<file path="src/rtl/speed_ramp_ctrl.sv">
// speed_ramp_ctrl: gear-limited target duty, slewed toward by a prescaled fixed-rate ramp
module speed_ramp_ctrl #(
    parameter int TICK_DIV = 100000,
    parameter int STEP     = 10,
    parameter int ACC_RATE = 1,
    parameter int DEC_RATE = 2
) (
    input  logic       clk_100mhz,
    input  logic       rst_n,
    input  logic       accel_pulse,
    input  logic       decel_pulse,
    input  logic [2:0] gear_sw,
    output logic [6:0] target_duty,
    output logic [6:0] duty,
    output logic [1:0] state,
    output logic       at_target
);
    localparam logic [16:0] TICK_LAST = 17'(TICK_DIV - 1);
    localparam logic [7:0]  STEP_W    = 8'(STEP);
    localparam logic [6:0]  STEP7     = 7'(STEP);
    localparam logic [6:0]  ACC_W     = 7'(ACC_RATE);
    localparam logic [6:0]  DEC_W     = 7'(DEC_RATE);
    localparam logic [1:0]  IDLE = 2'd0, ACCEL = 2'd1, CRUISE = 2'd2, DECEL = 2'd3;

    logic [6:0]  gmax, target_nxt, duty_nxt, up_gap, dn_gap;
    logic [7:0]  sum;
    logic [16:0] cnt;
    logic        tick;
    logic [1:0]  state_nxt;

    always_comb begin
        gmax = (gear_sw >= 3'd1 && gear_sw <= 3'd5) ? 7'(gear_sw) * 7'd20 : 7'd0;
        sum  = {1'b0, target_duty} + STEP_W;
        // clamp to the gear limit wins over any pulse arriving in the same cycle
        target_nxt = target_duty > gmax ? gmax
                   : accel_pulse && !decel_pulse ? (sum > {1'b0, gmax} ? gmax : sum[6:0])
                   : decel_pulse && !accel_pulse ? (target_duty >= STEP7 ? target_duty - STEP7 : 7'd0)
                   : target_duty;
    end

    assign tick = cnt == TICK_LAST;

    always_comb begin
        up_gap   = target_duty - duty;
        dn_gap   = duty - target_duty;
        duty_nxt = !tick ? duty
                 : duty < target_duty ? duty + (up_gap < ACC_W ? up_gap : ACC_W)
                 : duty > target_duty ? duty - (dn_gap < DEC_W ? dn_gap : DEC_W)
                 : duty;
    end

    always_ff @(posedge clk_100mhz or negedge rst_n) begin
        if (!rst_n) begin
            target_duty <= 7'd0;
            duty        <= 7'd0;
            cnt         <= 17'd0;
        end else begin
            target_duty <= target_nxt;
            duty        <= duty_nxt;
            cnt         <= tick ? 17'd0 : cnt + 17'd1;
        end
    end

    always_ff @(posedge clk_100mhz or negedge rst_n) begin
        if (!rst_n) state <= IDLE;
        else        state <= state_nxt;
    end

    always_comb begin
        state_nxt = duty < target_duty ? ACCEL
                  : duty > target_duty ? DECEL
                  : duty == 7'd0 ? IDLE
                  : CRUISE;
    end

    always_comb begin
        at_target = state == IDLE || state == CRUISE;
    end
endmodule
</file>
<file path="config.mk">
export PLATFORM = sky130hd
export DESIGN_NAME = speed_ramp_ctrl
export DESIGN_NICKNAME = d
export VERILOG_FILES = /design/src/rtl/speed_ramp_ctrl.sv
export SDC_FILE = /design/constraint.sdc
export NUM_CORES = 1
export LEC_CHECK = 0
export CORE_AREA = 2 2 111 113
export DETAILED_ROUTE_END_ITERATION = 8
export DIE_AREA = 0 0 113 115
export PLACE_DENSITY = 0.46
export SYNTH_ARGS = -nofsm -noshare
export SYNTH_HDL_FRONTEND = slang
export SYNTH_SLANG_ARGS = --single-unit
</file>
<file path="constraint.sdc">
create_clock -name clk_100mhz -period 4.7 [get_ports clk_100mhz]
set_input_delay 0.94 -clock clk_100mhz [delete_from_list [all_inputs] [get_ports clk_100mhz]]
set_output_delay 0.94 -clock clk_100mhz [all_outputs]
set_load 0.01 [all_outputs]
</file>
# After elaboration in Yosys (flattened, before gate mapping)
# Index checks and enable logic that the tools add are counted.
# word_totals
reg_bits	33
input_bits	7
output_inout_bits	17
wordCells	48
# op_classes
n_addsub	7
mul	1
n_lt_le_gt_ge	9
eq_ne	2
muxes	14
n_reduce_logical	11
# ops
operator	count
7-bit 2-to-1 mux	10
7-bit subtractor	3
17-bit by 1-bit adder with 17-bit output (second input constant)	1
17-bit equality test (second input constant)	1
17-bit 2-to-1 mux	1
7-bit > comparator	2
7-bit by 4-bit adder with 8-bit output (second input constant)	1
8-bit by 7-bit > comparator with 1-bit output	1
7-bit adder	1
7-bit by 4-bit greater-or-equal comparator with 1-bit output (second input constant)	1
7-bit logical NOT	1
7-bit by 1-bit < comparator with 1-bit output (second input constant)	1
7-bit by 2-bit < comparator with 1-bit output (second input constant)	1
7-bit < comparator	1
7-bit by 4-bit subtractor with 7-bit output (second input constant)	1
2-bit 2-to-1 mux	3
3-bit by 3-bit multiplier with 5-bit output (second input constant)	1
3-bit by 1-bit greater-or-equal comparator with 1-bit output (second input constant)	1
3-bit <= comparator (second input constant)	1
1-bit logical AND	3
3-bit nonzero test	1
2-bit equality test (second input constant)	1
1-bit logical NOT	2
2-bit logical NOT	1
other kinds (3)	3

# Longest topological paths before layout
# Gate-level depths: netlist of the first run.
# logic_depth
ltp_word	7
depth_mapped	19
ltp_nobuf	17

# Worst setup path before layout of the first run
# OpenSTA, ideal clock, no wires.
# synth_path
kind	register -> register
startpoint	register target_duty[3]
endpoint	register duty[6]
arrival_ns	3.729
t_required_ns	4.572
setup_slack_ns	0.843
stages_incl_launch_ff	20
n_path_buf	2
path_cell_list	dfrtp_1 > clkbuf_1 > inv_1 > ha_1 > buf_2 > or3_1 > o221ai_2 > or4b_1 > a32oi_1 > nand3_1 > o21ai_1 > ha_1 > inv_1 > fa_1 > a211oi_1 > o21bai_1 > a21oi_1 > xor2_1 > nor2_1 > xor2_1
# synth_via
elab_chain_len	6
# synth_rtl
element	line	rtl
start: declaration	13	output logic [6:0] target_duty,
start signal: assignment	58	target_duty <= target_nxt;
7-bit subtractor	45	dn_gap = duty - target_duty;
7-bit by 2-bit < comparator with 1-bit output	48	: duty > target_duty ? duty - (dn_gap < DEC_W ? dn_gap : DEC_W)
7-bit 2-to-1 mux	48	
7-bit subtractor	48	
7-bit 2-to-1 mux	48	
7-bit 2-to-1 mux	47	: duty < target_duty ? duty + (up_gap < ACC_W ? up_gap : ACC_W)
end signal: assignment	59	duty <= duty_nxt;
end: declaration	14	output logic [6:0] duty,
# Several ways; a longest one is shown, not always the timed one. The select of a mux whose other input is x is not followed.
# A chain may end at the register's enable or synchronous reset.

# Final worst setup path of the first run
# Same ends and word-level chain as after synthesis.

==> qor.csv, run 1 <==
metric;value;unit
startpoint;target_duty[3];
drc;2;
violations;design-rule violations;
drt_iter0_drc;204;
dp_hpwl;5.48;mm
design_area;0.00344;mm2
path_clk_slew;60;ps
r2r_setup_slack;600;ps
die_w;113;um
syn-instance-count;339;
seq_area_frac_synth;27.7;%
core;0.0118;mm2
synth_xor_area_share;8.79;%
holdWs;486;ps
seq_power_share;21.0;%
ir_drop;0.141;mV
post-route-util;29.1;%
multi_input_area;0.00196;mm2
netlist_area;0.00289;mm2
synth-edff-count;0;
std_cell_rows;40;
yosysWarnings;0;
ant_nets;0;
cp.depth;17;
ys_ff_latch;32;
crit_chain;inv_1 -> ha_1 -> or3_1 -> o221ai_2 -> or4b_1 -> a32oi_1 -> nand3_1 -> o21ai_1 -> ha_1 -> inv_1 -> fa_1 -> a211oi_1 -> o21bai_1 -> a21oi_1 -> xor2_1 -> nor2_1 -> xor2_1;
grt_use_total;11.4;%
clk_latency;280;ps
cts_buffer_depth;2;
p_leak;1.45;nW
first_pass_iters;6;
cp_num_buf_inv;2;
synth_ff_type;dfrtp_1;
grt_overflow;0;
cts_tree;done;
cts_hold_buf;0;
tns;0;ps
drt-wirelength-per-cell;13.8;um
grt_max_degree;33;
tightestPinTransition;766;ps
maxCapViolations;0;
worstSetupStartpointType;flip-flop;
endpoint;duty[6];
final-setup-viol-count;0;
p_per_area;488;mW/mm2
critPathSlowestCell;dfrtp_1;
fin_skew;5.36;ps
switching_share;45.0;%
syn_avg_cell_area;8.53;um2
antenna_found_initial;0;
n_fill_cell;1253;
max_freq;244;MHz
die-area;0.0130;mm2
synth_simple_gate_area_share;21.5;%
synth_fa_ha_area_share;16.8;%
finalNetCount;409;
synth_compound_area_share;19.6;%
vias;2453;
grt_pass1_vias;2389;
reg2reg_depth;17;
status;finished, violations left;
end_kind;flip-flop;
critical_path_class;flip-flop to flip-flop;
final-hold-violation-count;0;
crit_arrival;4260;ps
rsz0062_at_grt;false;
initial_core_util;24.5;%
relSlewSlack;48.5;%
layout-drive-gt1-share;7.10;%
regArea;801;um2
max_stage_delay;550;ps
htree_levels;2;
synthMuxAreaShare;0.736;%
post-route-period-util;87.2;%
power.switching;0.000755;W
cp_max_fo;11;
diodes;0;
p_clk_share;19.4;%
cts_setup_buffers;0;
slew_violations;0;
synth_top_family_by_area;simple AND/OR/NAND/NOR gates;
r2r-start;target_duty[3];
portBuffers;22;
area_growth;19.0;%
cp_top_family;adder cells;
placed_area;0.00329;mm2
cts_made_buffers;5;
globalplace.congestion;0.856;
hp-class;flip-flop to flip-flop;
io_pins;24;
grt_pass1_wl;12.1;mm
die_h;115;um
clkSinkCount;32;
root_buffer;clkbuf_16;
timing.rr.end;duty[6];
p_comb_share;59.6;%
ctsResizeCount;0;
synthDistinctLibCells;57;
p_int;0.000922;W
period_needed;4100;ps
async_flop_share;100;%
power;0.00168;W
required;4860;ps
vias_per_cell;4.78;
wl;7.08;mm
-- cell usage in the layout, fill, tap and decap left out, types with 2 or more instances in the layout --
| master | Yosys | layout |
|---|---|---|
| nand4_1 | 5 | 5 |
| a211oi_1 | 3 | 3 |
| nor2_1 | 33 | 33 |
| buf_4 | 2 | 5 |
| clkinvlp_4 | 0 | 2 |
| nor4_1 | 3 | 3 |
| conb_1 | 2 | 3 |
| inv_1 | 24 | 24 |
| a21oi_1 | 22 | 22 |
| ha_1 | 34 | 34 |
| nand2_1 | 21 | 21 |
| or3_1 | 6 | 6 |
| nor2b_1 | 7 | 7 |
| nand3_1 | 11 | 11 |
| o21ai_0 | 16 | 16 |
| a31oi_1 | 2 | 2 |
| xor2_1 | 16 | 16 |
| and3_1 | 3 | 3 |
| a32oi_1 | 2 | 2 |
| o21bai_1 | 2 | 2 |
| o31ai_1 | 4 | 4 |
| o41ai_1 | 2 | 2 |
| nor3_1 | 12 | 12 |
| clkdlybuf4s50_1 | 0 | 22 |
| nand2b_1 | 7 | 7 |
| o21a_1 | 6 | 6 |
| o22ai_1 | 5 | 5 |
| clkbuf_16 | 0 | 5 |
| dfrtp_1 | 32 | 32 |
| a21boi_0 | 2 | 2 |
| fa_1 | 3 | 3 |
| o21ai_2 | 4 | 4 |
| xnor2_1 | 13 | 13 |
| or4_1 | 2 | 2 |
| o211ai_1 | 4 | 4 |
-- metrics by stage --
step,worst slack [ps],instances
2_1_floorplan,843,340
3_3_place_gp,734,505
3_5_place_dp,660,505
4_1_cts,652,513
5_1_grt,173,513
6_report,603,513
-- synthesized netlist by cell type, types with 4 or more instances --
library cell	instances	area share (%)
o22ai_1	5	1.1
nand3_1	11	1.9
nor2_1	33	4.3
o21ai_0	16	2.8
xnor2_1	13	3.9
or3_1	6	1.3
inv_1	24	3.1
nor3_1	12	2.1
o21a_1	6	1.6
dfrtp_1	32	28
ha_1	34	15
nor2b_1	7	1.5
a21oi_1	22	3.8
o31ai_1	4	1.0
xor2_1	16	4.8
o21ai_2	4	1.2
nand2b_1	7	1.5
clkbuf_1	4	0.52
nand4_1	5	1.1
nand2_1	21	2.7
o211ai_1	4	1.0
-- sequential cells by signal, indices dropped and copies added (netlist names) --
register	count
cnt	17
target_duty	6
state	2
duty	7
-- per-layer routing --
layer / global-route usage [%] / vias up / routed length, um
met3: 2.06 / 9 / 220
met2: 18.2 / 43 / 3180
li1: - / 1263 / -
met5: 0 / - / 0
met1: 15.8 / 1138 / 3580
met4: 3.17 / 0 / 112
-- power groups by stage --
| stage | combinational, W | clock (W) | sequential (W) |
|---|---|---|---|
| global placement | 0.00100 | 0 | 0.000354 |
| CTS | 0.00100 | 0.000337 | 0.000352 |
| finish | 0.00100 | 0.000325 | 0.000352 |
| detailed placement | 0.000991 | 0 | 0.000356 |
| global route | 0.00113 | 0.000351 | 0.000356 |
| floorplan | 0.000707 | 0 | 0.000362 |
-- worst reg2reg max path: cells and delay by family, from the launching register on --
family,cells,cell delay [ps]
simple gates,4,890
xor+xnor,2,290
flops,1,550
buf+inv,2,180
fa+ha+maj,3,1100
compound gates,6,960
-- final cells by class --
cell class / instances / share of cell area [%]
clock inverter: 3 / 0.691
inverter: 24 / 2.62
sequential: 32 / 23.3
multi-input combinational: 275 / 56.9
tap: 147 / 5.35
timing repair buffer: 27 / 7.49
clock buffer: 5 / 3.64
-- how the worst min path moves through the flow --
stage / startpoint / endpoint / slack (ps) / depth (start not counted)
6_report: cnt[0] / cnt[0] / 490 / 1
5_1_grt: cnt[4] / cnt[4] / 510 / 1
4_1_cts: cnt[0] / cnt[0] / 490 / 1
3_5_place_dp: cnt[0] / cnt[0] / 480 / 1
3_3_place_gp: cnt[0] / cnt[0] / 470 / 1
2_1_floorplan: cnt[0] / cnt[0] / 450 / 1
-- cell families after synthesis --
family	Yosys count
compound gates	85
xor+xnor	29
fa+ha+maj	37
buf+inv	33
flops	32
mux	2
other cells	2
simple gates	119
Power figures use the tool's default switching activity.
==> inputs of run 2 (changes only) <==
==> config.mk (replaced) <==
export PLATFORM = sky130hd
export DESIGN_NAME = speed_ramp_ctrl
export DESIGN_NICKNAME = d
export VERILOG_FILES = /design/src/rtl/speed_ramp_ctrl.sv
export SDC_FILE = /design/constraint.sdc
export NUM_CORES = 1
export LEC_CHECK = 0
export CORE_AREA = 2 2 76 78
export DETAILED_ROUTE_END_ITERATION = 8
export DIE_AREA = 0 0 78 80
export PLACE_DENSITY = 0.8
export SYNTH_ARGS = -nofsm -noshare
export SYNTH_HDL_FRONTEND = slang
export SYNTH_SLANG_ARGS = --single-unit
==> run 2 against run 1 <==
  * The run now ends clean
  * Power shrank 4.6%
  * Clock power decreased by 18%
  * Combinational power barely moved
  * Non-clock buffer count decreased by 2
  * Final area is 4.4% lower
  * Via count grew 2.9%
  * Sequential cell count stayed put
  * Largest cell class unchanged
  * Highest routed layer unchanged
==> qor.csv, run 2 (synthesis results as in run 1) <==
metric;value;unit;change
placed_area;0.00318;mm2;was 0.00329 mm2
grt_max_degree;33;;unchanged
clkSinkCount;32;;unchanged
largest_reg_flops;17;;unchanged
n_fill_cell;488;;was 1253
slew_violations;0;;unchanged
ctsResizeCount;0;;unchanged
cts_tree;done;;unchanged
globalplace.congestion;1.02;;was 0.856
io_pins;24;;unchanged
tns;0;ps;unchanged
tightestPinTransition;730;ps;was 766 ps
area_growth;13.9;%;was 19.0%
root_buffer;clkbuf_8;;was clkbuf_16
maxCapViolations;0;;unchanged
end_kind;flip-flop;;unchanged
post-route-period-util;89.4;%;was 87.2%
antenna_found_initial;0;;unchanged
vias_per_cell;5.79;;was 4.78
place_ws;588;ps;was 660 ps
cp_max_fo;11;;unchanged
power;0.00160;W;was 0.00168 W
drc;0;;was 2
initial_core_util;53.5;%;was 24.5%
rsz0062_at_grt;false;;unchanged
fin_skew;6.72;ps;was 5.36 ps
crit_arrival;4380;ps;was 4260 ps
cts_made_buffers;5;;unchanged
mostFrequentLayoutCells;ha_1, nor2_1, dfrtp_1;;unchanged
timing.rr.end;duty[6];;unchanged
startpoint;target_duty[3];;unchanged
max_freq;238;MHz;was 244 MHz
wl;6.43;mm;was 7.08 mm
reg2reg_depth;17;;unchanged
clk_latency;290;ps;was 280 ps
relSlewSlack;50.9;%;was 48.5%
vias;2525;;was 2453
final_common_cell;ha_1;;unchanged
grt_pass1_vias;2428;;was 2389
design_area;0.00329;mm2;was 0.00344 mm2
required;4880;ps;was 4860 ps
top_register;cnt;;unchanged
final-setup-viol-count;0;;unchanged
diodes;0;;unchanged
cts_buffer_depth;2;;unchanged
final-hold-violation-count;0;;unchanged
cts_hold_buf;0;;unchanged
worstSetupStartpointType;flip-flop;;unchanged
htree_levels;2;;unchanged
finalNetCount;407;;was 409
die_h;80;um;was 115 um
p_per_area;486;mW/mm2;was 488 mW/mm2
timing.final.ws_setup;498;ps;was 603 ps
status;finished clean;;was finished, violations left
r2r-start;target_duty[3];;unchanged
grt_pass1_wl;11.3;mm;was 12.1 mm
drt-wirelength-per-cell;14.7;um;was 13.8 um
reg.largest.list;cnt: 17 flops, duty: 7 flops, target_duty: 6 flops;;unchanged
first_pass_iters;6;;unchanged
die_w;78;um;was 113 um
grt_use_total;22.5;%;was 11.4%
ir_drop;0.316;mV;was 0.141 mV
period_needed;4200;ps;was 4100 ps
drt_iter0_drc;171;;was 204
layout-drive-gt1-share;6.32;%;was 7.10%
cts_setup_buffers;0;;unchanged
dp_hpwl;4.91;mm;was 5.48 mm
portBuffers;22;;unchanged
die-area;0.00624;mm2;was 0.0130 mm2
core;0.00541;mm2;was 0.0118 mm2
ant_nets;0;;unchanged
p_leak;1.43;nW;was 1.45 nW
critical_path_class;flip-flop to flip-flop;;unchanged
grt_overflow;0;;unchanged
endpoint;duty[6];;unchanged
std_cell_rows;27;;was 40
hp-class;flip-flop to flip-flop;;unchanged
r2r_setup_slack;500;ps;was 600 ps
path_clk_slew;70;ps;was 60 ps
## run 2: cell types whose count changed in the layout (fill, tap and decap cells not counted)
cell        delta
buf_4          -2
bufinv_16      +1
clkbuf_1       +1
clkbuf_16      -5
clkbuf_8       +5
clkinv_2       +1
clkinv_4       -1
clkinvlp_4     -2
## run 2: final cells by class
type,count,area [um2],share of cell area (%)
clock buffers,6,72.6,2.21
clock inverters,2,35.0,1.06
flip-flops and latches,32,801,24.3
inverters,24,90.1,2.74
repair buffers,25,243,7.38
well taps,72,90.1,2.74
multi-input cells,275,1960,59.5
## run 2: worst min path at each step
| stage | startpoint | to | slack (ps) | depth (start not counted) |
|---|---|---|---|---|
| finish | cnt[0] | cnt[0] | 500 | 1 |
| global placement | cnt[0] | cnt[0] | 470 | 1 |
| floorplan | cnt[0] | cnt[0] | 450 | 1 |
| CTS | cnt[4] | cnt[4] | 500 | 1 |
| detailed placement | cnt[0] | cnt[0] | 480 | 1 |
| global route | cnt[12] | cnt[12] | 520 | 1 |
## run 2: layer usage
layer / track usage [%] / wire [um]
met2: 36.6 / 3010
met5: 0 / 0
met3: 4.64 / 367
met4: 6.67 / 98
met1: 30.4 / 2950
## run 2: critical path, stage by stage, from the launching register on
cell,delay (ps)
dfrtp_1,570
inv_1,130
ha_1,470
or3_1,170
o221ai_2,150
or4b_1,540
a32oi_1,180
nand3_1,120
o21ai_1,150
ha_1,180
inv_1,50
fa_1,420
a211oi_1,250
o21bai_1,110
a21oi_1,180
xor2_1,170
nor2_1,70
xor2_1,140
## run 2: through the flow
step	hold slack, ps	util [%]	cells
4_1_cts	498	60.9	436
6_report	496	60.9	436
5_1_grt	521	60.9	436
3_3_place_gp	471	58.9	428
2_1_floorplan	455	-	340
3_5_place_dp	478	58.9	428
## run 2: power by group
group | internal (W) | switching [W] | leakage (nW)
clock | 0.000157 | 0.000108 | 0.0552
sequential | 0.000303 | 0.0000576 | 0.379
combinational | 0.000410 | 0.000565 | 0.992
==> variant 1: new RTL, flow settings as in run 1 <==
Reset style: synchronous (`rst_n`), changed in 2 clocked blocks.
--- a/src/rtl/speed_ramp_ctrl.sv
+++ b/src/rtl/speed_ramp_ctrl.sv
@@ -51,3 +51,3 @@
 
-    always_ff @(posedge clk_100mhz or negedge rst_n) begin
+    always_ff @(posedge clk_100mhz) begin
         if (!rst_n) begin
@@ -63,3 +63,3 @@
 
-    always_ff @(posedge clk_100mhz or negedge rst_n) begin
+    always_ff @(posedge clk_100mhz) begin
         if (!rst_n) state <= IDLE;
Behaviour: differs if rst_n is asserted again (counterexample within 4 cycles, from zero or initial values and one cycle with rst_n low); with rst_n held inactive, the same outputs for 10 cycles.
==> variant 1 against run 1 <==
- the flow still finishes with violations (design-rule violations)
- worst setup slack lost 110 ps
- core utilization grew 0.54 points
- die area is the same
- non-clock buffer count is the same
- wire length grew 11%
- combinational power grew 30%
- sequential cell count is the same
- total power grew 17%
- area after synthesis grew 2.2%
- clock skew grew 2.2 ps
- final area grew 1.9%
==> variant 1: results (changes against run 1) <==
routed len/inst 14.51 um (+5.1%); share of the synthesized area in the top cell type 21.69% (-6.0 points); gpl congestion 0.8771 (+2.5%); Placed Area 3334 sq um (+1.3%); status finished, violations left; Post-route DRC 3 (+1); Yosys cell types 62 (+8.8%); met2 Use GR 20.60% (+2.4 points); sequential area share after synthesis 21.69% (-6.0 points); Met2 Routed Length 3.469 mm (+9.3%); largest net degree at the start of global routing 16 (-52%); synth top area cells dfxtp_1 22%, ha_1 14%, nor2_1 5.6%; via count 2703 (+10%); ys async rst share 0% (-100 points); met3 WL 351 um (+60%); dpl hpwl 6.038 mm (+10%); skew final 7.575 ps (+2.213 ps); worst vdd ir 0.2127 mV (+51%); Compound-Gate Fraction of Synth Area 21.23% (+1.6 points); initial DRC count 82 (-60%); sequential power share 16.6% (-4.4 points); wl on met1 3.846 mm (+7.6%); failing checks design-rule violations; fin nets 437 (+6.8%); Total Routing Usage GR 12.52% (+1.1 points); LEAKAGE 0.001386 uW (-4.2%); CP startpoint target_duty[2]
-- variant 1: changes by cell type in the layout (fill, tap and decap cells not counted), sizes merged, moves of 3 or more --
cell and delta:
and2 +5, dfrtp -32, nor2 +10, o21ai -3, a221oi +3, a2111oi +3, a21o +3, mux2i +4
xor2 -4, nand2 +3, nand2b +3, dfxtp +32
-- variant 1: worst paths after layout --
check            end  slack [ps]  cells after the start
max          duty[5]         490                     15
min           cnt[0]         460                      1
max reg2reg  duty[5]         490                     15
min reg2reg   cnt[0]         460                      1
-- variant 1: critical path: stages, from the launching register on --
cell and delay (ps):
dfxtp_1 540, inv_1 180, ha_2 460, nand2b_1 90, a21oi_1 260, o2111ai_1 220, nor4_4 410, ha_1 290
mux2i_1 230, ha_1 280, nor2b_1 120, o21ai_0 240, a21boi_0 180, o21a_1 210, o21a_1 160, o41ai_1 220
-- variant 1: stage by stage --
stage | hold slack [ps] | cells | power, uW | setup WS, ps | util [%]
after floorplan | 425.8 | 373 | 1258 | 705.5 | -
after global placement | 446.4 | 533 | 1593 | 367.2 | 28.23
after detailed placement | 449.2 | 533 | 1582 | 222.6 | 28.23
after CTS | 460.8 | 540 | 1926 | 187.0 | 29.52
after global routing | 503.0 | 540 | 2137 | 55.97 | 29.67
final | 457.5 | 540 | 1960 | 492.6 | 29.67
-- variant 1: what timing repair did --
action	4_1_cts	5_1_grt
setup endpoints to repair	0	3
gates resized for setup	0	3
endpoints found under the hold margin	0	0
-- variant 1: area by class of cell --
class                   instances  area [sq um]
clock buffers                   7         152.6
fillers                      1287          8307
inverters                      24         90.09
multi-input cells             303          2180
flip-flops and latches         32         640.6
well taps                     147         183.9
repair buffers                 27         257.7
==> variant 2: new RTL, config.mk and constraints of run 1 <==
Without the edit above. Set the parameter `TICK_DIV` to 50000 (it was 100000).
--- a/src/rtl/speed_ramp_ctrl.sv
+++ b/src/rtl/speed_ramp_ctrl.sv
@@ -2,3 +2,3 @@
 module speed_ramp_ctrl #(
-    parameter int TICK_DIV = 100000,
+    parameter int TICK_DIV = 50000,
     parameter int STEP     = 10,
Formal check against the unedited RTL: same outputs for any inputs over 10 cycles, from zero or initial values and one cycle with rst_n low; that may be too few to reach the edited logic, so the function may still have changed.
==> variant 2 against run 1 <==
- the flow still finishes with violations (design-rule violations)
- wire length grew 9.6%
- die area unchanged
- area after synthesis is 5.7% higher
- final area increased by 5.8%
- sequential share of layout area fell by 1.2 points
- sequential cell count stayed put
- via count up 11%
- total power increased by 18%
- core utilization up 1.7 points
- cell count rose by 5.8%
- synthesized cell count increased by 8.3%
- fmax decreased by 6.2%
- clock skew grew 3.6 ps
- worst setup slack worse by 270 ps
- critical path type unchanged
- highest routed layer unchanged
==> variant 2: results (changes against run 1) <==
Layout fillers 1284 (+2.5%); failing checks design-rule violations; ys async rst share 100.0% (unchanged); vias in the first global route 2728 (+14%); skew final 8.944 ps (+3.582 ps); total CTS buffers 5 (unchanged); initial DRC count 128 (-37%); status finished, violations left; first-pass GRT wire length 13.14 mm (+8.8%); CP arrival 4520 ps (+260 ps); # diodes 0 (unchanged); share of layout cells above drive strength 1 7.323% (+0.22 points); Critical Path Fanout Max 9 (-2); htree depth 2 (unchanged); Post-route DRC 2 (unchanged); Yosys cell types 56 (-1.8%); antenna violations before repair 0 (unchanged); dpl hpwl 6.152 mm (+12%); clock slew at reported path FFs 60 ps (about the same); LEAKAGE 0.001593 uW (+10%); sequential area share after synthesis 26.21% (-1.5 points); Max Root-Sink Buffers 2 (unchanged); DRT Pass-1 Iters 6 (unchanged); Clk Latency, worst-skew pair 280 ps (about the same); CTS root buffer clkbuf_16; Crit-path slowest cell dfrtp_2; Total Routing Usage GR 12.37% (+0.98 points); Crit path max-delay family simple AND/OR/NAND/NOR gates; fin nets 439 (+7.3%); Post-synth top flop dfrtp_1; Post-CTS Resized 0 (unchanged); routed len/inst 14.30 um (+3.6%); Rel. slew slack 36.55% (-12 points); gpl congestion 0.8335 (-2.6%); worst vdd ir 0.3368 mV (+140%); PortBufs 22 (unchanged); biggest registers after layout cnt (17), duty (7), target_duty (6); worst min-delay path class flip-flop to flip-flop; post-CTS setup buffer count 0 (unchanged); synth top area cells dfrtp_1 26%, ha_1 14%, o21ai_0 4.3%; largest stage delay on the critical path 450 ps (-100 ps); vias per inst 5.029 (+5.2%); largest net degree at the start of global routing 24 (-27%); Synthesis Warnings 0 (unchanged); commonest cells in the netlist 34 x ha_1, 32 x dfrtp_1, 32 x nor2_1
## variant 2: final timing paths
check	startpoint	cells past startpoint	end	slack [ps]
worst max-delay path	target_duty[2]	18	duty[5]	330
worst min-delay path	cnt[0]	1	cnt[0]	450
worst max register to register	target_duty[2]	18	duty[5]	330
worst min register to register	cnt[0]	1	cnt[0]	450
max in group asynchronous	rst_n	2	cnt[2]	3040
min in group asynchronous	rst_n	1	duty[6]	980
## variant 2: area by class of cell
cell class,count,share of cell area (%)
tap,147,5.052
clock inverter,3,1.168
inverter,23,2.371
timing repair buffer,32,8.110
multi-input combinational,301,57.84
sequential,32,22.03
clock buffer,5,3.436
## variant 2: logic make-up after synthesis
logic type,share of synthesized area (%)
simple gates,24.28
compound gates,20.68
fa+ha+maj,15.89
buf+inv,4.996
flops,26.21
xor+xnor,6.593
mux,1.106
other cells,0.2458
## variant 2: power by group
part / internal, uW / switching, uW / leakage [uW]
logic: 561 / 707 / 0.00112
clock network: 249 / 129 / 0.0000798
registers: 308 / 31.3 / 0.000392
## variant 2: metal layers
metal	global-route usage, %	vias to the layer above	routed length (um)
met2	20.96	59	3589
met4	4.553	0	193
li1	-	1372	-
met1	16.14	1286	3766
met3	1.687	14	215
met5	0	-	0
## variant 2: metrics by stage
stage,instances,setup WS [ps],hold slack (ps),total power (uW),cell area [sq um]
6_report,543,334.1,445.5,1986,3641
5_1_grt,543,55.33,462.4,2161,3641
4_1_cts,543,266.4,450.5,1990,3640
3_5_place_dp,535,294.2,443.4,1602,3472
3_3_place_gp,535,447.1,438.0,1608,3472
2_1_floorplan,368,408.8,424.5,1283,3059
